`src/rtl/wallace_pkg.sv`:
```
// Shared helpers for the pipelined Wallace multiplier: derived depths and the
// Baugh-Wooley correction constant used for two's-complement operands.
package wallace_pkg;

    localparam int MAX_W2 = 128;

    function automatic int levels_f(input int width);
        return $clog2(width) - 1;
    endfunction

    function automatic int latency_f(input int width);
        return levels_f(width) + 2;
    endfunction

    // Ones at columns width and 2*width-1; callers truncate to 2*width bits.
    function automatic logic [MAX_W2-1:0] bw_const_f(input int width);
        logic [MAX_W2-1:0] c;
        c = '0;
        c[width] = 1'b1;
        c[2*width-1] = 1'b1;
        return c;
    endfunction

endpackage

```
`src/rtl/comp4_2.sv`:
```
// 4:2 compressor from two full adders; cout depends only on x1..x3, so
// chaining cout into the next column's cin never ripples.
module comp4_2 (
    input  logic x1,
    input  logic x2,
    input  logic x3,
    input  logic x4,
    input  logic cin,
    output logic sum,
    output logic carry,
    output logic cout
);
    logic s1;

    full_a u_fa_hi (.a(x1), .b(x2), .ci(x3),  .s(s1),  .co(cout));
    full_a u_fa_lo (.a(s1), .b(x4), .ci(cin), .s(sum), .co(carry));
endmodule

```
`src/rtl/csa42_level.sv`:
```
// One combinational reduction level: each group of four rows becomes a sum
// row and a carry row; all arithmetic is modulo 2^W2.
module csa42_level #(
    parameter int ROWS_IN = 16,
    parameter int W2      = 32
) (
    input  logic [ROWS_IN*W2-1:0]     rows_in,
    output logic [(ROWS_IN/2)*W2-1:0] rows_out
);
    for (genvar g = 0; g < ROWS_IN/4; g++) begin : g_grp
        logic [W2-1:0] x1, x2, x3, x4, s, cy, co;
        logic          s1_lsb;
        logic          unused_msb;

        assign x1 = rows_in[(4*g+0)*W2 +: W2];
        assign x2 = rows_in[(4*g+1)*W2 +: W2];
        assign x3 = rows_in[(4*g+2)*W2 +: W2];
        assign x4 = rows_in[(4*g+3)*W2 +: W2];

        // Column 0 has no incoming cin, so a half adder finishes it.
        full_a u_fa0 (.a(x1[0]), .b(x2[0]), .ci(x3[0]), .s(s1_lsb), .co(co[0]));
        half_a u_ha0 (.a(s1_lsb), .b(x4[0]), .s(s[0]), .c(cy[0]));

        for (genvar c = 1; c < W2; c++) begin : g_col
            comp4_2 u_c42 (
                .x1(x1[c]), .x2(x2[c]), .x3(x3[c]), .x4(x4[c]), .cin(co[c-1]),
                .sum(s[c]), .carry(cy[c]), .cout(co[c])
            );
        end

        assign rows_out[(2*g)*W2 +: W2]   = s;
        assign rows_out[(2*g+1)*W2 +: W2] = {cy[W2-2:0], 1'b0};
        assign unused_msb = cy[W2-1] ^ co[W2-1];
    end
endmodule

```
`src/rtl/full_a.sv`:
```
// Full adder leaf cell; combinational, no flow control.
module full_a (
    input  logic a,
    input  logic b,
    input  logic ci,
    output logic s,
    output logic co
);
    assign s  = a ^ b ^ ci;
    assign co = (a & b) | (ci & (a ^ b));
endmodule

```
`src/rtl/half_a.sv`:
```
// Half adder leaf cell; combinational, no flow control.
module half_a (
    input  logic a,
    input  logic b,
    output logic s,
    output logic c
);
    assign s = a ^ b;
    assign c = a & b;
endmodule

```
`src/rtl/kogge_stone_adder.sv`:
```
// Parametrised Kogge-Stone prefix adder; combinational, no flow control.
module kogge_stone_adder #(
    parameter int W = 32
) (
    input  logic [W-1:0] a,
    input  logic [W-1:0] b,
    input  logic         cin,
    output logic [W-1:0] sum,
    output logic         cout
);
    localparam int LOG = $clog2(W);

    logic [W-1:0] g [0:LOG];
    logic [W-1:0] pr [0:LOG];

    always_comb begin
        g[0]    = a & b;
        pr[0]   = a ^ b;
        g[0][0] = (a[0] & b[0]) | ((a[0] ^ b[0]) & cin);
        for (int l = 0; l < LOG; l++) begin
            g[l+1]  = g[l];
            pr[l+1] = pr[l];
            for (int i = (1 << l); i < W; i++) begin
                g[l+1][i]  = g[l][i] | (pr[l][i] & g[l][i-(1<<l)]);
                pr[l+1][i] = pr[l][i] & pr[l][i-(1<<l)];
            end
        end
    end

    assign sum  = pr[0] ^ {g[LOG][W-2:0], cin};
    assign cout = g[LOG][W-1];
endmodule

```
`src/rtl/wallace_mult_pipe.sv`:
```
// Pipelined Baugh-Wooley/Wallace multiplier, LATENCY cycles per result.
// Global stall: while out_valid && !out_ready every stage holds and in_ready is low.
module wallace_mult_pipe
    import wallace_pkg::*;
#(
    parameter int WIDTH   = 16,
    parameter int LEVELS  = levels_f(WIDTH),
    parameter int LATENCY = latency_f(WIDTH)
) (
    input  logic               clk,
    input  logic               rst,
    input  logic               in_valid,
    output logic               in_ready,
    input  logic [WIDTH-1:0]   a,
    input  logic [WIDTH-1:0]   b,
    input  logic               signed_mode,
    output logic               out_valid,
    input  logic               out_ready,
    output logic [2*WIDTH-1:0] p
);
    localparam int                W2       = 2 * WIDTH;
    localparam int                NROWS_Q  = WIDTH - 2;
    localparam logic [WIDTH-1:0]  MSB_ONLY = {1'b1, {(WIDTH-1){1'b0}}};
    localparam logic [W2-1:0]     BW_CONST = W2'(bw_const_f(WIDTH));

    if (WIDTH < 8 || WIDTH > 64 || (WIDTH & (WIDTH - 1)) != 0) begin : g_bad_width
        $error("wallace_mult_pipe: WIDTH must be a power of two in 8..64");
    end
    if (LEVELS != levels_f(WIDTH) || LATENCY != latency_f(WIDTH)) begin : g_bad_derived
        $error("wallace_mult_pipe: LEVELS and LATENCY are derived from WIDTH");
    end

    logic                    stall;
    logic [WIDTH-1:0]        a_q, b_q;
    logic                    sm_q;
    logic [LEVELS:0]         v_q;
    logic [WIDTH*W2-1:0]     pp;
    logic [NROWS_Q*W2-1:0]   lvl_d, lvl_q;
    logic [W2-1:0]           sum;
    logic                    unused_cout;

    assign stall    = out_valid & ~out_ready;
    assign in_ready = ~stall;

    // Partial products: flip bits that pair exactly one operand MSB in signed mode.
    for (genvar i = 0; i < WIDTH; i++) begin : g_pp
        localparam logic [WIDTH-1:0] INV = (i == WIDTH-1) ? ~MSB_ONLY : MSB_ONLY;
        logic [WIDTH-1:0] bits;

        assign bits = ({WIDTH{b_q[i]}} & a_q) ^ ({WIDTH{sm_q}} & INV);
        if (i == 0) begin : g_row0
            assign pp[0 +: W2] = {{WIDTH{1'b0}}, bits} | ({W2{sm_q}} & BW_CONST);
        end else begin : g_rown
            assign pp[i*W2 +: W2] = {{WIDTH{1'b0}}, bits} << i;
        end
    end

    for (genvar k = 1; k <= LEVELS; k++) begin : g_lvl
        localparam int RIN = WIDTH >> (k - 1);
        logic [RIN*W2-1:0] rin;

        if (k == 1) begin : g_src_pp
            assign rin = pp;
        end else begin : g_src_lvl
            assign rin = lvl_q[(WIDTH - 2*RIN)*W2 +: RIN*W2];
        end

        csa42_level #(.ROWS_IN(RIN), .W2(W2)) u_level (
            .rows_in  (rin),
            .rows_out (lvl_d[(WIDTH - RIN)*W2 +: (RIN/2)*W2])
        );
    end

    kogge_stone_adder #(.W(W2)) u_final (
        .a    (lvl_q[(WIDTH-4)*W2 +: W2]),
        .b    (lvl_q[(WIDTH-3)*W2 +: W2]),
        .cin  (1'b0),
        .sum  (sum),
        .cout (unused_cout)
    );

    always_ff @(posedge clk) begin
        if (!stall) begin
            a_q   <= a;
            b_q   <= b;
            sm_q  <= signed_mode;
            lvl_q <= lvl_d;
        end
    end

    always_ff @(posedge clk) begin
        if (rst) begin
            v_q       <= '0;
            out_valid <= 1'b0;
            p         <= '0;
        end else if (!stall) begin
            v_q       <= {v_q[LEVELS-1:0], in_valid};
            out_valid <= v_q[LEVELS];
            if (v_q[LEVELS]) begin
                p <= sum;
            end
        end
    end
endmodule

```
`config.mk`:
```
export PLATFORM = sky130hd
export DESIGN_NAME = wallace_mult_pipe
export DESIGN_NICKNAME = d
export VERILOG_FILES = /design/src/rtl/wallace_pkg.sv /design/src/rtl/comp4_2.sv /design/src/rtl/csa42_level.sv /design/src/rtl/full_a.sv /design/src/rtl/half_a.sv /design/src/rtl/kogge_stone_adder.sv /design/src/rtl/wallace_mult_pipe.sv
export SDC_FILE = /design/constraint.sdc
export NUM_CORES = 1
export LEC_CHECK = 0
export ABC_CLOCK_PERIOD_IN_PS = 17400
export CORE_MARGIN = 3
export CORE_UTILIZATION = 40
export DETAILED_ROUTE_END_ITERATION = 7
export GPL_ROUTABILITY_DRIVEN = 1
export GPL_TIMING_DRIVEN = 0
export PLACE_DENSITY = 0.52
export SYNTH_ARGS = -nofsm -noshare
export SYNTH_HDL_FRONTEND = slang
export SYNTH_HIERARCHICAL = 1
export SYNTH_SLANG_ARGS = --single-unit
```
`constraint.sdc`:
```
create_clock -name clk -period 17.4 [get_ports clk]
set_input_delay 5.22 -clock clk [delete_from_list [all_inputs] [get_ports clk]]
set_output_delay 5.22 -clock clk [all_outputs]
set_load 0.02 [all_outputs]
```
==> results of run 1 <==
worst max path at each step:
stage / to / slack (ns)
CTS: in_ready / 5.48
global placement: b_q[11]$_DFFE_PN_ / -3.01
global route: in_ready / 5.44
finish: in_ready / 5.50
detailed placement: in_ready / 5.48
floorplan: a_q[0]$_DFFE_PN_ / 1.79
layout by cell type (no fill, tap or decap), types with 35 or more instances in the layout:
| master | n |
|---|---|
| buf_4 | 234 |
| ha_1 | 38 |
| nand2_1 | 58 |
| conb_1 | 262 |
| and2_1 | 229 |
| clkbuf_1 | 44 |
| a21oi_1 | 35 |
| xnor2_1 | 46 |
| clkbuf_16 | 59 |
| dfxtp_1 | 37 |
| edfxtp_1 | 481 |
| clkdlybuf4s50_1 | 69 |
| fa_1 | 443 |
flip-flops by register name, summed over array words and instances (netlist names):
signal,flops
v_q,4
p,32
b_q,16
a_q,16
sm_q,1
out_valid,1
lvl_q,448
layer usage:
metal	part of all wire, %	vias up
li1	-	6801
met1	46	7600
met2	46	268
met3	5.0	85
met4	2.5	0
met5	0	-
power by group:
part	switching (mW)	internal [mW]	leakage [nW]
Sequential	0.212	1.96	5.50
Combinational	1.15	1.10	8.30
Clock	0.497	0.691	0.902
Total	1.86	3.75	14.7
final cells by class:
type | count | area, µm²
Buffer | 291 | 2070
Clock buffer | 67 | 1510
Clock inverter | 40 | 339
Fill cell | 6600 | 39700
Inverter | 10 | 47.5
Multi-Input combinational cell | 1343 | 14300
Sequential cell | 518 | 15200
Tap cell | 1020 | 1280
Timing Repair Buffer | 73 | 801
worst register-to-register path: stages, from the launching register on:
cell      delay, ns
edfxtp_1       0.40
fa_1           0.50
fa_1           0.42
a21oi_1        0.19
nand4b_1       0.23
a21o_1         0.22
o211ai_2       0.13
o21ai_2        0.32
o21ai_1        0.12
a311oi_1       0.30
nand3_1        0.15
a21oi_2        0.12
metrics by stage:
stage | util (%) | setup slack [ns] | power [mW]
floorplan | - | 1.79 | 3.73
global placement | 44.6 | -3.01 | 4.44
detailed placement | 44.8 | 5.48 | 4.47
CTS | 47.2 | 5.48 | 5.69
global route | 47.2 | 5.44 | 6.06
finish | 47.2 | 5.50 | 5.60
==> reports/qor.txt, run 1 <==
OUTCOME
----------------------------------------------------------------------------------------------------
Run status ............................................................................ finished, final reports clean

WORST SETUP PATH
----------------------------------------------------------------------------------------------------
Crit start category ...................................................................    input pin
Type of the worst setup path ..........................................................    in -> out
Number of cells on the critical path ..................................................            5
Largest delay share family, worst path ................................................ buffers and inverters
Cell repeated most along the worst path ............................................... clkdlybuf4s50_1
Delay of the slowest critical-path stage ..............................................      0.63 ns
Slack of the worst reg-to-reg path ....................................................     14.22 ns
Number of cell instances on the worst register-to-register path .......................           11
Crit path required time ...............................................................     12.18 ns
Cell-by-cell listing of the critical path ............................................. clkdlybuf4s50_1 > nor2b_4 > inv_2 > buf_2 > clkdlybuf4s50_1
Startpoint of the worst-slack reg-to-reg timing path .................................. lvl_q[384]$_DFFE_PN_
Slowest stage cell, crit path ......................................................... clkdlybuf4s50_1
Data arrival, critical path ...........................................................      6.68 ns
Highest net fanout along the worst path ...............................................           10
CP Capture Type .......................................................................  output port
Reg-to-Reg End ........................................................................ p[30]$_SDFFE_PP0P_
Startpoint of the worst setup timing path .............................................    out_ready
Number of buffers and inverters on the critical path ..................................            4

CTS
----------------------------------------------------------------------------------------------------
Number of setup buffers added after CTS ...............................................            0
Number of hold buffers added after cts ................................................            0
Clock Sink Count ......................................................................          518
Total CTS buffers .....................................................................           58
Clock latency at the later pin of the worst-skew pair .................................      0.62 ns
Clock H-tree levels ...................................................................            2
Number of buffers between clock root and the deepest sink .............................            3
Root buffer cell ......................................................................    clkbuf_16
Clock-pin slew reported for the worst setup and hold paths after clock tree synthesis .      0.06 ns
CTS resizes ...........................................................................            0
Clock tree from TritonCTS .............................................................          yes

FLOORPLAN
----------------------------------------------------------------------------------------------------
Chip height ...........................................................................       283 µm
Starting Density ......................................................................        40.7%
Die Footprint .........................................................................   79,900 µm²
Number of standard-cell rows in the floorplan .........................................          100
Die outline width .....................................................................       283 µm
Top-level I/O count ...................................................................           71
Core footprint ........................................................................   75,200 µm²

TIMING
----------------------------------------------------------------------------------------------------
Relative slew slack ...................................................................        55.2%
Fin Setup TNS .........................................................................         0 ns
RSZ-0062 raised after global routing ..................................................        false
Post-route clock period utilization ...................................................        68.4%
Worst hold slack ......................................................................     0.455 ns
Fmax ..................................................................................   0.0841 GHz
Post-layout minimum cycle time ........................................................     11.90 ns
Count of endpoints failing setup in the final report ..................................            0
Final hold vios .......................................................................            0
Final clock skew ......................................................................    0.0199 ns
Worst Max-Slew Pin Slew ...............................................................     0.671 ns
Slew Limit Fails ......................................................................            0

YOSYS
----------------------------------------------------------------------------------------------------
Number of standard cells after synthesis ..............................................        1,904
Count of warnings emitted by yosys ....................................................            6
Synth Area per Inst ...................................................................     16.1 µm²
Cell area after synthesis .............................................................   30,600 µm²

DETAILED ROUTING
----------------------------------------------------------------------------------------------------
Count of vias placed by the detailed router ...........................................       14,800
DRT Pass-1 Iters ......................................................................            5
Total routed wirelength ...............................................................      55.6 mm
Via density per instance ..............................................................         4.39
Iteration-0 DRC Markers ...............................................................          692
Routed length per instance ............................................................      16.5 µm
Antenna viol nets, final ..............................................................            0
Drc violations ........................................................................            0

HOLD PATH
----------------------------------------------------------------------------------------------------
Cell depth of the worst min-delay path ................................................            2
Hold path startpoint .................................................................. v_q[2]$_SDFFE_PP0N_
Hold EP ............................................................................... v_q[2]$_SDFFE_PP0N_
Hold WC Path Type .....................................................................   reg -> reg

RUN
----------------------------------------------------------------------------------------------------
Max-cap violations ....................................................................            0

GLOBAL ROUTING
----------------------------------------------------------------------------------------------------
Peak-usage layer in the global routing report .........................................         met2
GR Util All Layers ....................................................................        14.6%
Pin count of the biggest net entering global routing ..................................          126
Remaining global-route overflow .......................................................            0
Met1 Resource Use GR ..................................................................        20.7%
GR Layer Usage met3 ...................................................................        3.05%
GRT met2 Usage ........................................................................        23.0%
Global-route wire length before repair ................................................      89.7 mm
Number of global-route vias before repair .............................................       16,300
Antenna violations before repair ......................................................            0

PLACE
----------------------------------------------------------------------------------------------------
Total placed instance area ............................................................   33,700 µm²
Post-DP HPWL ..........................................................................      42.0 mm
Placer's final routability congestion estimate ........................................        0.821
Placed cell count .....................................................................        3,255
IO Port Bufs ..........................................................................           69

POWER
----------------------------------------------------------------------------------------------------
Maximum vdd drop ......................................................................    0.0889 mV
Power per cell area ...................................................................   158 nW/µm²
Leakage power figure ..................................................................      14.7 nW

FINISH
----------------------------------------------------------------------------------------------------
Number of non-filler instances in the completed layout ................................        3,362
Design area ...........................................................................   35,500 µm²
Proportion of layout cells with a drive suffix above 1 ................................        18.2%
Area delta synth->final ...............................................................        16.0%
Layout net count ......................................................................        2,813
Antenna diode instance count ..........................................................            0

Power figures use the tool's default switching activity.
==> run 2: changes to the inputs <==
ABC_CLOCK_PERIOD_IN_PS = 11560   (was 17400)
clock period = 11.56 ns   (was 17.4 ns; I/O delays follow)
==> run 2 against run 1 <==
Clock power increased by 55%. Cell area increased by 0.59%. Sequential power increased by 50%. Flip-flop and latch count unchanged. Sequential share of layout area decreased by 0.25 points. Non-clock buffer count increased by 9. Count of clock-buffer cells in the layout increased by 5. Total power increased by 52%. Core utilization increased by 0.28 points. Via count increased by 0.81%. Final cell count increased by 0.42%. Routed wire length increased by 1.5%.
==> reports/qor.txt, run 2 (same netlist as run 1, synthesis figures left out) <==
OUTCOME
----------------------------------------------------------------------------------------------------
Run status ............................................................................ finished, final reports clean

FINISH
----------------------------------------------------------------------------------------------------
Registers with the most flip-flops .................................................... lvl_q: 448 flops, p: 32 flops
Number of non-filler instances in the completed layout ................................        3,376   +0.42%
Max FFs per register ..................................................................          448   unchanged
Most frequent cells in the layout ..................................................... edfxtp_1, fa_1, conb_1
Design area ...........................................................................   35,700 µm²   +0.59%
Footprint of the multi-input gates ....................................................   14,300 µm²   unchanged
Register with the most flip-flops .....................................................        lvl_q
Seq. cell area ........................................................................   15,200 µm²   unchanged
Final cell utilization of the core ....................................................        47.5%   +0.28 points
Proportion of layout cells with a drive suffix above 1 ................................        18.6%   +0.37 points
Commonest non-fill, non-tap cell in the layout ........................................     edfxtp_1
Filler Cell Count .....................................................................        6,584   -0.24%
Layout net count ......................................................................        2,824   +0.39%
Area delta synth->final ...............................................................        16.7%

WORST SETUP PATH
----------------------------------------------------------------------------------------------------
Startpoint of the worst setup timing path .............................................    out_ready
Slowest stage cell, crit path ......................................................... clkdlybuf4s50_1
Cell-by-cell listing of the critical path ............................................. clkdlybuf4s50_1 > nor2b_4 > inv_2 > buf_2 > clkdlybuf4s50_1
Number of buffers and inverters on the critical path ..................................            4   unchanged
Startpoint of the worst-slack reg-to-reg timing path .................................. lvl_q[384]$_DFFE_PN_
CP Capture Type .......................................................................  output port
Type of the worst setup path ..........................................................    in -> out
Delay of the slowest critical-path stage ..............................................      0.63 ns   about the same
Crit start category ...................................................................    input pin
Highest net fanout along the worst path ...............................................           10   unchanged
Largest delay share family, worst path ................................................ buffers and inverters
Slack of the worst reg-to-reg path ....................................................      8.41 ns   -5.81 ns
Cell repeated most along the worst path ............................................... clkdlybuf4s50_1
Data arrival, critical path ...........................................................      4.93 ns   -1.75 ns
Reg-to-Reg End ........................................................................ p[30]$_SDFFE_PP0P_
Crit path required time ...............................................................      8.09 ns   -4.09 ns
Number of cell instances on the worst register-to-register path .......................           11   unchanged

DETAILED ROUTING
----------------------------------------------------------------------------------------------------
Total routed wirelength ...............................................................      56.4 mm   +1.5%
DRT Pass-1 Iters ......................................................................            4   -1
Antenna viol nets, final ..............................................................            0   unchanged
Via density per instance ..............................................................         4.41   +0.40%
Routed length per instance ............................................................      16.7 µm   +1.0%
Iteration-0 DRC Markers ...............................................................          680   -1.7%
Drc violations ........................................................................            0   unchanged
Count of vias placed by the detailed router ...........................................       14,900   +0.81%

HOLD PATH
----------------------------------------------------------------------------------------------------
Hold EP ............................................................................... v_q[0]$_SDFFE_PP0N_
Hold path startpoint .................................................................. v_q[0]$_SDFFE_PP0N_
Hold WC Path Type .....................................................................   reg -> reg
Cell depth of the worst min-delay path ................................................            2   unchanged

PLACE
----------------------------------------------------------------------------------------------------
Post-DP HPWL ..........................................................................      43.0 mm   +2.5%
Total placed instance area ............................................................   33,800 µm²   +0.43%
Placer's final routability congestion estimate ........................................        0.826   +0.57%
IO Port Bufs ..........................................................................           69   unchanged
Placed cell count .....................................................................        3,264   +0.28%

FLOORPLAN
----------------------------------------------------------------------------------------------------
Die Footprint .........................................................................   79,900 µm²   unchanged
Die outline width .....................................................................       283 µm   unchanged
Chip height ...........................................................................       283 µm   unchanged
Top-level I/O count ...................................................................           71   unchanged
Number of standard-cell rows in the floorplan .........................................          100   unchanged
Starting Density ......................................................................        40.7%   unchanged
Core footprint ........................................................................   75,200 µm²   unchanged

CTS
----------------------------------------------------------------------------------------------------
Clock tree from TritonCTS .............................................................          yes
Total CTS buffers .....................................................................           60   +3.4%
Clock latency at the later pin of the worst-skew pair .................................      0.63 ns   about the same
CTS resizes ...........................................................................            0   unchanged
Clock Sink Count ......................................................................          518   unchanged
Clock H-tree levels ...................................................................            2   unchanged
Root buffer cell ......................................................................    clkbuf_16
Number of setup buffers added after CTS ...............................................            0   unchanged
Number of hold buffers added after cts ................................................            0   unchanged
Clock-pin slew reported for the worst setup and hold paths after clock tree synthesis .      0.06 ns   about the same
Number of buffers between clock root and the deepest sink .............................            3   unchanged

TIMING
----------------------------------------------------------------------------------------------------
Fmax ..................................................................................    0.119 GHz
Slew Limit Fails ......................................................................            0   unchanged
Post-layout minimum cycle time ........................................................      8.39 ns
Final hold vios .......................................................................            0   unchanged
Post-route clock period utilization ...................................................        72.6%
Count of endpoints failing setup in the final report ..................................            0   unchanged
Worst Max-Slew Pin Slew ...............................................................     0.563 ns   -0.108 ns
RSZ-0062 raised after global routing ..................................................        false
Relative slew slack ...................................................................        62.5%   +7.2 points
Final clock skew ......................................................................    0.0268 ns   +0.00698 ns

GLOBAL ROUTING
----------------------------------------------------------------------------------------------------
Pin count of the biggest net entering global routing ..................................           46   -63%
Remaining global-route overflow .......................................................            0   unchanged
GR Util All Layers ....................................................................        14.8%   +0.18 points
Global-route wire length before repair ................................................      90.5 mm   +0.92%
Antenna violations before repair ......................................................            1   +1
Number of global-route vias before repair .............................................       16,300   -0.0061%

POWER
----------------------------------------------------------------------------------------------------
Power per cell area ...................................................................   238 nW/µm²   +51%
Clock power share .....................................................................        21.6%   +0.4 points
Share of total power in combinational logic ...........................................        40.0%   about the same
Net switching power figure ............................................................      2.84 mW   +53%
Leakage power figure ..................................................................      14.8 nW   +0.71%
Maximum vdd drop ......................................................................     0.131 mV   +47%
Net Sw Frac ...........................................................................        33.4%   +0.25 points
Share of power burned in registers ....................................................        38.3%   -0.4 points
Cell-internal power ...................................................................      5.67 mW   +51%
Total design power ....................................................................      8.51 mW   +52%

RUN
----------------------------------------------------------------------------------------------------
Max-cap violations ....................................................................            0   unchanged

[run 2: cell types whose count changed in the layout (fill, tap and decap cells not counted)]
cell	previous run	this run
clkbuf_1	44	48
clkinv_4	0	4
buf_16	4	0
clkinv_8	2	3
clkinv_1	16	14
clkbuf_16	59	60
clkinv_2	13	10
inv_8	1	0
buf_12	2	15
diode_2	0	1
[run 2: final cells by class]
class / count / area share, %
Antenna cell: 1 / 0.00700
Buffer: 291 / 5.80
Clock buffer: 72 / 4.33
Clock inverter: 39 / 1.01
Inverter: 10 / 0.123
Multi-Input combinational cell: 1343 / 40.0
Sequential cell: 518 / 42.5
Tap cell: 1020 / 3.57
Timing Repair Buffer: 82 / 2.66
[run 2: how the worst max path moves through the flow]
stage | endpoint | slack, ns | depth (start not counted)
after floorplan | a_q[0]$_DFFE_PN_ | 0.09 | 4
after global placement | lvl_q[202]$_DFFE_PN_ | -3.86 | 5
after detailed placement | in_ready | 3.15 | 5
after CTS | in_ready | 3.15 | 5
after global routing | in_ready | 3.10 | 5
final | in_ready | 3.17 | 5
[run 2: metrics by stage]
stage           TNS, ns  hold slack (ns)  worst slack [ns]
2_1_floorplan         0            0.432            0.0897
3_3_place_gp   -1829.82            0.438             -3.86
3_5_place_dp          0            0.450              3.15
4_1_cts               0            0.459              3.15
5_1_grt               0            0.487              3.10
6_report              0            0.457              3.17
[run 2: metal layers]
metal / GRT usage (%) / share of wire, % / vias to the layer above
met3: 2.51 / 4.5 / 83
met1: 21.3 / 46 / 7704
met2: 23.4 / 47 / 263
met4: 4.16 / 2.3 / 0
li1: - / - / 6824
met5: 0 / 0 / -
[run 2: tightest hold or removal path, cell delays in order, from the launching register on]
cell and delay, ns:
dfxtp_1 0.31, nand2_1 0.05, a21oi_1 0.05
[run 2: power groups by stage]
stage                     combinational (mW)  clock, mW  sequential, mW
after global routing                    3.88       1.98            3.34
final                                   3.41       1.84            3.26
after floorplan                         2.40          0            3.21
after CTS                               3.44       1.90            3.28
after detailed placement                3.43          0            3.32
after global placement                  3.38          0            3.31
==> run 3: changes to the inputs <==
ABC_CLOCK_PERIOD_IN_PS = 8620   (was 11560)
clock period = 8.62 ns   (was 11.56 ns; I/O delays follow)
==> run 3 against run 2 <==
Via count is 0.29% lower. Global-route usage up 0.063 points. Critical path depth is the same. Non-clock buffer count stayed put. First-iteration DRC count increased by 4.1%. Sequential share of layout area down 0.065 points. Worst hold slack worse by 0.0025 ns. Setup slack worse by 1.2 ns. Critical path type unchanged. Critical endpoint unchanged. Largest power group unchanged.
==> reports/qor.txt, run 3 (same netlist as run 1, synthesis figures left out) <==
CTS
----------------------------------------------------------------------------------------------------
Number of setup buffers added after CTS ...............................................            0   unchanged
Clock Sink Count ......................................................................          518   unchanged
Clock-pin slew reported for the worst setup and hold paths after clock tree synthesis .      0.06 ns   about the same
Clock tree from TritonCTS .............................................................          yes
Root buffer cell ......................................................................    clkbuf_16
CTS resizes ...........................................................................            0   unchanged
Clock H-tree levels ...................................................................            2   unchanged
Total CTS buffers .....................................................................           59   -1.7%
Number of buffers between clock root and the deepest sink .............................            3   unchanged
Clock latency at the later pin of the worst-skew pair .................................      0.62 ns   about the same
Number of hold buffers added after cts ................................................            0   unchanged

FINISH
----------------------------------------------------------------------------------------------------
Antenna diode instance count ..........................................................            0   -1
Final cell utilization of the core ....................................................        47.6%   +0.073 points
Max FFs per register ..................................................................          448   unchanged
Design area ...........................................................................   35,800 µm²   +0.15%
Number of non-filler instances in the completed layout ................................        3,374   -0.059%
Registers with the most flip-flops .................................................... lvl_q: 448 flops, p: 32 flops
Register with the most flip-flops .....................................................        lvl_q
Commonest non-fill, non-tap cell in the layout ........................................     edfxtp_1
Area delta synth->final ...............................................................        16.9%
Layout net count ......................................................................        2,823   -0.035%
Most frequent cells in the layout ..................................................... edfxtp_1, fa_1, conb_1
Proportion of layout cells with a drive suffix above 1 ................................        18.8%   +0.22 points

WORST SETUP PATH
----------------------------------------------------------------------------------------------------
Startpoint of the worst setup timing path .............................................    out_ready
Startpoint of the worst-slack reg-to-reg timing path .................................. lvl_q[384]$_DFFE_PN_
Crit start category ...................................................................    input pin
Delay of the slowest critical-path stage ..............................................      0.63 ns   about the same
Type of the worst setup path ..........................................................    in -> out
Slowest stage cell, crit path ......................................................... clkdlybuf4s50_1
CP Capture Type .......................................................................  output port
Crit path required time ...............................................................      6.03 ns   -2.06 ns
Slack of the worst reg-to-reg path ....................................................      5.41 ns   -3.00 ns
Data arrival, critical path ...........................................................      4.04 ns   -0.89 ns
Highest net fanout along the worst path ...............................................           10   unchanged
Reg-to-Reg End ........................................................................ p[30]$_SDFFE_PP0P_
Number of cell instances on the worst register-to-register path .......................           11   unchanged
Cell-by-cell listing of the critical path ............................................. clkdlybuf4s50_1 > nor2b_4 > inv_2 > buf_2 > clkdlybuf4s50_1
Cell repeated most along the worst path ............................................... clkdlybuf4s50_1

DETAILED ROUTING
----------------------------------------------------------------------------------------------------
DRT Pass-1 Iters ......................................................................            5   +1
Detailed-routing wirelength on met1 ...................................................      26.5 mm   +1.2%
Routed length per instance ............................................................      16.6 µm   -0.75%
Drc violations ........................................................................            0   unchanged
Routed length on met3 .................................................................      2.24 mm   -11%
Count of vias placed by the detailed router ...........................................       14,800   -0.29%
Total length of routed met2 wires .....................................................      26.0 mm   -1.4%
Iteration-0 DRC Markers ...............................................................          708   +4.1%
Antenna viol nets, final ..............................................................            0   unchanged
Total routed wirelength ...............................................................      55.9 mm   -0.81%
Via density per instance ..............................................................         4.40   -0.23%
Top layer in use ......................................................................         met4

TIMING
----------------------------------------------------------------------------------------------------
Post-layout minimum cycle time ........................................................      6.62 ns
Post-route clock period utilization ...................................................        76.8%
Slew Limit Fails ......................................................................            0   unchanged
Final clock skew ......................................................................    0.0180 ns   -0.00886 ns
RSZ-0062 raised after global routing ..................................................        false
Slack of the critical path ............................................................      2.00 ns   -1.17 ns
Final hold vios .......................................................................            0   unchanged
Fin Setup TNS .........................................................................         0 ns   unchanged
Worst Max-Slew Pin Slew ...............................................................     0.560 ns   -0.00283 ns
Count of endpoints failing setup in the final report ..................................            0   unchanged
Fmax ..................................................................................    0.151 GHz
Worst hold slack ......................................................................     0.455 ns   -0.00251 ns
Relative slew slack ...................................................................        62.7%   +0.19 points

PLACE
----------------------------------------------------------------------------------------------------
Pre-CTS setup slack ...................................................................      1.99 ns   -1.16 ns
Placer's final routability congestion estimate ........................................        0.817   -0.99%
IO Port Bufs ..........................................................................           69   unchanged
Placed cell count .....................................................................        3,264   unchanged
Total placed instance area ............................................................   33,800 µm²   about the same
Post-DP HPWL ..........................................................................      42.7 mm   -0.66%

GLOBAL ROUTING
----------------------------------------------------------------------------------------------------
Pin count of the biggest net entering global routing ..................................           46   unchanged
Global-route wire length before repair ................................................      91.5 mm   +1.1%
Remaining global-route overflow .......................................................            0   unchanged
GR Util All Layers ....................................................................        14.9%   +0.063 points
Number of global-route vias before repair .............................................       16,600   +1.5%
Antenna violations before repair ......................................................            3   +2

FLOORPLAN
----------------------------------------------------------------------------------------------------
Die outline width .....................................................................       283 µm   unchanged
Core footprint ........................................................................   75,200 µm²   unchanged
Chip height ...........................................................................       283 µm   unchanged
Starting Density ......................................................................        40.7%   unchanged
Number of standard-cell rows in the floorplan .........................................          100   unchanged
Top-level I/O count ...................................................................           71   unchanged
Die Footprint .........................................................................   79,900 µm²   unchanged

POWER
----------------------------------------------------------------------------------------------------
Maximum vdd drop ......................................................................     0.183 mV   +40%
Power per cell area ...................................................................   321 nW/µm²   +35%
Total design power ....................................................................      11.5 mW   +35%
Leakage power figure ..................................................................      14.8 nW   +0.16%

HOLD PATH
----------------------------------------------------------------------------------------------------
Hold path startpoint .................................................................. v_q[2]$_SDFFE_PP0N_
Hold WC Path Type .....................................................................   reg -> reg
Cell depth of the worst min-delay path ................................................            2   unchanged
Hold EP ............................................................................... v_q[2]$_SDFFE_PP0N_

RUN
----------------------------------------------------------------------------------------------------
Max-cap violations ....................................................................            0   unchanged

OUTCOME
----------------------------------------------------------------------------------------------------
Run status ............................................................................ finished, final reports clean

-- run 3: worst max-delay path: cells and delay by family --
family	cells	cell delay, ns
buffers and inverters	4	1.39
and+or+nand+nor	1	0.06
-- run 3: layer usage --
metal	global-route usage, %	vias up
met5	0	-
met2	23.5	249
met1	21.7	7677
met3	2.48	80
met4	3.51	0
li1	-	6825
-- run 3: worst max path at each step --
stage / cells after the start / to / slack (ns)
final: 5 / in_ready / 2.00
after global routing: 5 / in_ready / 1.96
after global placement: 5 / lvl_q[201]$_DFFE_PN_ / -5.92
after detailed placement: 5 / in_ready / 1.99
after CTS: 5 / in_ready / 1.98
after floorplan: 4 / a_q[0]$_DFFE_PN_ / -1.97
-- run 3: layout make-up --
cell class	count	area (µm²)
plain buffers	291	2080
clock buffers	66	1500
clock inverters	44	458
fillers	6592	39400
inverters	10	43.8
multi-input cells	1343	14300
flip-flops and latches	518	15200
well taps	1020	1280
repair buffers	82	951
-- run 3: power by group --
part	switching, mW	internal, mW
clock	1.03	1.50
sequential	0.427	3.95
combinational	2.34	2.23
